--- config.mk ---
export PLATFORM = sky130hd
export DESIGN_NAME = bus_timer_irq
export DESIGN_NICKNAME = d
export VERILOG_FILES = /design/src/rtl/bus_timer_irq.sv
export SDC_FILE = /design/constraint.sdc
export NUM_CORES = 1
export LEC_CHECK = 0
export CORE_MARGIN = 2
export CORE_UTILIZATION = 43
export CTS_CLUSTER_SIZE = 20
export DETAILED_ROUTE_END_ITERATION = 8
export PLACE_DENSITY = 0.66
export SKIP_CTS_REPAIR_TIMING = 1
export SLEW_MARGIN = 20
export SYNTH_ARGS = -nofsm -noshare
export SYNTH_HDL_FRONTEND = slang
export SYNTH_SLANG_ARGS = --single-unit
--- constraint.sdc ---
create_clock -name clk_bus -period 6.7 [get_ports clk_bus]
set_input_delay 1.34 -clock clk_bus [delete_from_list [all_inputs] [get_ports clk_bus]]
set_output_delay 1.34 -clock clk_bus [all_outputs]
set_load 0.005 [all_outputs]
--- src/rtl/bus_timer_irq.sv ---
// bus_timer_irq: memory-mapped 16-bit down-counting timer with prescaler, auto-reload and level irq.
module bus_timer_irq #(
  parameter logic [15:0] BASE_ADDR = 16'hFF00,
  parameter int PRESC_W = 16
) (
  input  logic        clk_bus,
  input  logic        rst_bus,
  input  logic [15:0] bus_addr,
  input  logic [15:0] bus_wdata,
  input  logic        bus_write,
  output logic [15:0] bus_rdata,
  output logic        sel,
  output logic        irq
);
  logic en, ar, ie, flag;
  logic [PRESC_W-1:0] presc, pcnt;
  logic [15:0] reload, count, off, presc_rd;
  logic wr, wr_ctrl, wr_presc, wr_reload, wr_count, wr_status, tick, tick_act, expire;
  always_comb begin
    off = bus_addr - BASE_ADDR;
    sel = off < 16'd5;
    wr = bus_write & sel;
    wr_ctrl = wr & (off == 16'd0);
    wr_presc = wr & (off == 16'd1);
    wr_reload = wr & (off == 16'd2);
    wr_count = wr & (off == 16'd3);
    wr_status = wr & (off == 16'd4);
    tick = en & (pcnt == presc);
    // a COUNT write or a disabling CTRL write in the tick cycle suppresses that tick
    tick_act = tick & ~wr_count & ~(wr_ctrl & ~bus_wdata[0]);
    expire = tick_act & (count == 16'd0);
    presc_rd = '0;
    presc_rd[PRESC_W-1:0] = presc;
    bus_rdata = !sel ? 16'd0 :
                off == 16'd0 ? {13'd0, ie, ar, en} :
                off == 16'd1 ? presc_rd :
                off == 16'd2 ? reload :
                off == 16'd3 ? count : {15'd0, flag};
  end
  always_ff @(posedge clk_bus) begin
    if (rst_bus) begin
      en <= 1'b0;
      ar <= 1'b0;
      ie <= 1'b0;
      flag <= 1'b0;
      presc <= '0;
      pcnt <= '0;
      reload <= '0;
      count <= '0;
      irq <= 1'b0;
    end else begin
      en <= wr_ctrl ? bus_wdata[0] : (expire & ~ar) ? 1'b0 : en;
      ar <= wr_ctrl ? bus_wdata[1] : ar;
      ie <= wr_ctrl ? bus_wdata[2] : ie;
      presc <= wr_presc ? bus_wdata[PRESC_W-1:0] : presc;
      reload <= wr_reload ? bus_wdata : reload;
      count <= wr_count ? bus_wdata :
               !tick_act ? count :
               count != 16'd0 ? count - 16'd1 :
               ar ? reload : count;
      // expiry set beats a same-cycle W1C
      flag <= expire | (flag & ~(wr_status & bus_wdata[0]));
      pcnt <= (wr_ctrl | wr_count | ~en | tick) ? '0 : pcnt + PRESC_W'(1);
      irq <= flag & ie;
    end
  end
endmodule

==> results of run 1 <==
## kinds of logic after synthesis
| group | synth area share |
|---|---|
| xor gates and xnor gates | 0.0888 |
| and+or+nand+nor | 0.258 |
| buffers and inverters | 0.0501 |
| muxes | 0.0833 |
| adders and majority gates | 0.00976 |
| AOI/OAI and AO/OA | 0.151 |
| DFF | 0.359 |
## cell type report
class / instances / area, µm² / area share
sequential: 69 / 1380 / 0.300
clock inverter: 7 / 73.8 / 0.0160
multi-input combinational: 353 / 2270 / 0.493
inverter: 19 / 71.3 / 0.0155
timing repair buffer: 56 / 551 / 0.120
clock buffer: 9 / 124 / 0.0269
tap: 108 / 135 / 0.0293
## worst reg2reg max path, cell delays in order, from the launching register on
cell and delay, ns:
dfxtp_1 0.36, inv_1 0.14, ha_1 0.16, nor4b_1 0.51
nand4_1 0.20, nor2_1 0.29, nor4b_4 0.07, buf_4 0.23
mux2i_1 0.15, a211oi_1 0.23
## how the worst min path moves through the flow
| stage | startpoint | endpoint | cells past startpoint |
|---|---|---|---|
| after floorplan | ie$_SDFFE_PP0P_ | irq$_SDFF_PP0_ | 2 |
| after global placement | reload[0]$_SDFFE_PP0P_ | reload[0]$_SDFFE_PP0P_ | 2 |
| after detailed placement | flag$_SDFF_PP0_ | irq$_SDFF_PP0_ | 2 |
| after CTS | flag$_SDFF_PP0_ | irq$_SDFF_PP0_ | 2 |
| after global routing | flag$_SDFF_PP0_ | irq$_SDFF_PP0_ | 2 |
| final | flag$_SDFF_PP0_ | irq$_SDFF_PP0_ | 2 |
## state kept, by name, indices dropped and copies added, names as in the netlist
| name | cells |
|---|---|
| flag | 1 |
| irq | 1 |
| count | 16 |
| presc | 16 |
| en | 1 |
| ar | 1 |
| reload | 16 |
| pcnt | 16 |
| ie | 1 |
## per-stage QoR
| step | std cells | util | setup slack, ns | cell area [µm²] |
|---|---|---|---|---|
| after floorplan | 467 | - | 2.15 | 3840 |
| after global placement | 605 | 0.508 | 0.970 | 4410 |
| after detailed placement | 605 | 0.508 | 0.885 | 4410 |
| after CTS | 621 | 0.531 | 0.879 | 4610 |
| after global routing | 621 | 0.531 | 0.711 | 4610 |
| final | 621 | 0.531 | 0.830 | 4610 |
## routing by layer
layer	GRT usage	vias up	wire length, µm
li1	-	1746	-
met1	0.297	1650	4660
met2	0.356	166	4790
met3	0.0426	23	842
met4	0.0927	0	352
met5	0	-	0
## report_power, final
| part | total [mW] | internal, mW | switching [mW] |
|---|---|---|---|
| combinational | 0.0407 | 0.0209 | 0.0198 |
| clock | 0.337 | 0.173 | 0.164 |
| sequential | 0.410 | 0.410 | 0.00000411 |
| total | 0.788 | 0.604 | 0.184 |
## Yosys cell counts, drive strengths merged (2+ instances only)
library cell | count | area [µm²]
nand4 | 12 | 75.1
o31ai | 4 | 30.0
nor3 | 6 | 46.3
a221o | 3 | 30.0
nand2b | 3 | 18.8
a31o | 2 | 17.5
xnor2 | 23 | 201
a31oi | 4 | 25.0
clkbuf | 16 | 60.1
a211oi | 10 | 75.1
a222oi | 13 | 130
a211o | 2 | 17.5
nor4b | 3 | 41.3
nor2 | 71 | 274
dfxtp | 69 | 1380
or2 | 2 | 12.5
and2 | 2 | 12.5
or4 | 3 | 30.0
o21ai | 7 | 35.0
mux2i | 32 | 320
ha | 3 | 37.5
inv | 19 | 71.3
and3 | 6 | 37.5
xor2 | 16 | 140
nor2b | 5 | 31.3
o41ai | 2 | 17.5
nand3b | 2 | 15.0
buf | 10 | 61.3
nor4 | 4 | 46.3
nand3 | 18 | 103
and4 | 3 | 26.3
nand2 | 51 | 191
a21oi | 32 | 160
==> summary.txt, run 1 <==
Setup path
  • Worst r2r src: count[0]$_SDFFE_PP0P_
  • Crit path max-delay family: simple AND/OR/NAND/NOR gates
  • Max incr delay on CP: 0.60 ns
  • CP Class: primary input to primary output
  • Worst path cell trace: clkdlybuf4s50_1 -> or4_4 -> or4_4 -> nor2_4 -> and3_1 -> a222oi_1 -> inv_1 -> clkdlybuf4s50_1
  • Critical Path RT: about 5.4 ns
  • Flop2flop setup slack: 4.25 ns
  • CP arrival: roughly 4.5 ns
  • Reg2reg end: count[6]$_SDFFE_PP0P_
  • CP Depth: 8
  • CP bufs+invs: 3
  • Crit path capture type: primary output
  • Max FO, Critical Path: 14
  • CP startpoint: bus_addr[7]
  • Slowest-stage cell, CP: and3_1
  • Setup crit end: bus_rdata[4]
  • Reg2reg path depth: 9
  • Worst setup SP type: primary input

Yosys
  • Avg Inst Size Synth: 8.23 µm²
  • #FFs+latches synth: 69
  • Main synth FF type: dfxtp_1
  • Async set-reset flop share out of synthesis: 0
  • Number of flops mapped to enable cells by yosys: 0
  • Syn Std Cell Area: 0.00384 mm²
  • Syn Nets: 505
  • Cells after Synth: 467
  • Yosys cell types: 54
  • Seq/Total Area, Yosys: 0.359
  • Yosys warns: 0

Pwr
  • Final Power: ~0.8 mW
  • Leakage: 1.84 nW
  • Power Density: 171 mW/mm²
  • Max VDD drop: just over 0.0001 V

Layout
  • Area grow syn2layout: 19.8%
  • Final #Nets: 546
  • Most frequent cells in the layout: nor2_1, dfxtp_1, clkdlybuf4s50_1
  • Diode count: 0
  • Commonest non-fill, non-tap cell in the layout: nor2_1
  • Filler instances: 854
  • Share of post-route cells with drive strength above 1: 0.0643

Detailed routing
  • Post-DRT Antenna Nets: 0
  • Vias post-DR: 3585
  • Drt drc: 0
  • Via/cell ratio: 5.77
  • DR WL/cell: 17.1 µm
  • Final wirelength: 10600 µm
  • Detailed Routing Iterations Pass 1: 8
  • Drt initial violations: 328

STA
  • Fin. max-slew vios: 0
  • Unrepaired setup endpoints after global routing: false
  • Relative slew slack: 0.300
  • Final Skew: 0.0145 ns
  • Fin Setup TNS: 0 ns
  • Final setup fails: 0
  • Min cycle time layout: 5.87 ns
  • Final hold violations: 0
  • Worst slew pin tran: 1.04 ns
  • Final hold slack: 0.467 ns
  • Fin crit share: 0.876
  • Fmax achieved: 170 MHz

Place
  • Post-DP HPWL: about 7700 µm
  • Placer Congestion: approximately 0.91
  • Port Buf Inserts: 52

Flow run
  • Max-cap violations: 0

Global routing
  • First-pass GRT wire length: 17500 µm
  • Gr usage total: 0.223
  • Grt total ovfl: 0
  • Largest net degree at the start of global routing: 30
  • Vias in the first global route: 3428
  • Initial antenna violation count: 0

Clock network
  • CTS tree: yes
  • Clock Tree Buf Depth: 2
  • CTS buffer count: 9
  • Clock sink count: 69
  • Clk pin slew, worst setup/hold paths: 0.08 ns
  • H-tree levels: 3
  • Worst-Skew Late Latency: approximately 0.34 ns
  • Root buffer selected by CTS: clkbuf_8

Die
  • Initial Util: 0.443
  • Die extent in x: 98.6 µm
  • Row count: 34
  • Core footprint: 0.00868 mm²
  • IO Count: 53
  • Die Area: 0.00971 mm²
  • Die height: 98.6 µm

Hold path
  • Hold Path Class: register to register

Run status
  • Status: completed
No activity file was read; power rests on OpenSTA's default activity.
==> run 2: changes to the inputs <==
CTS_CLUSTER_DIAMETER = 80   (was unset)
==> results of run 2 <==
Same layout as run 1: the final DEF is identical, and so are final timing and power.
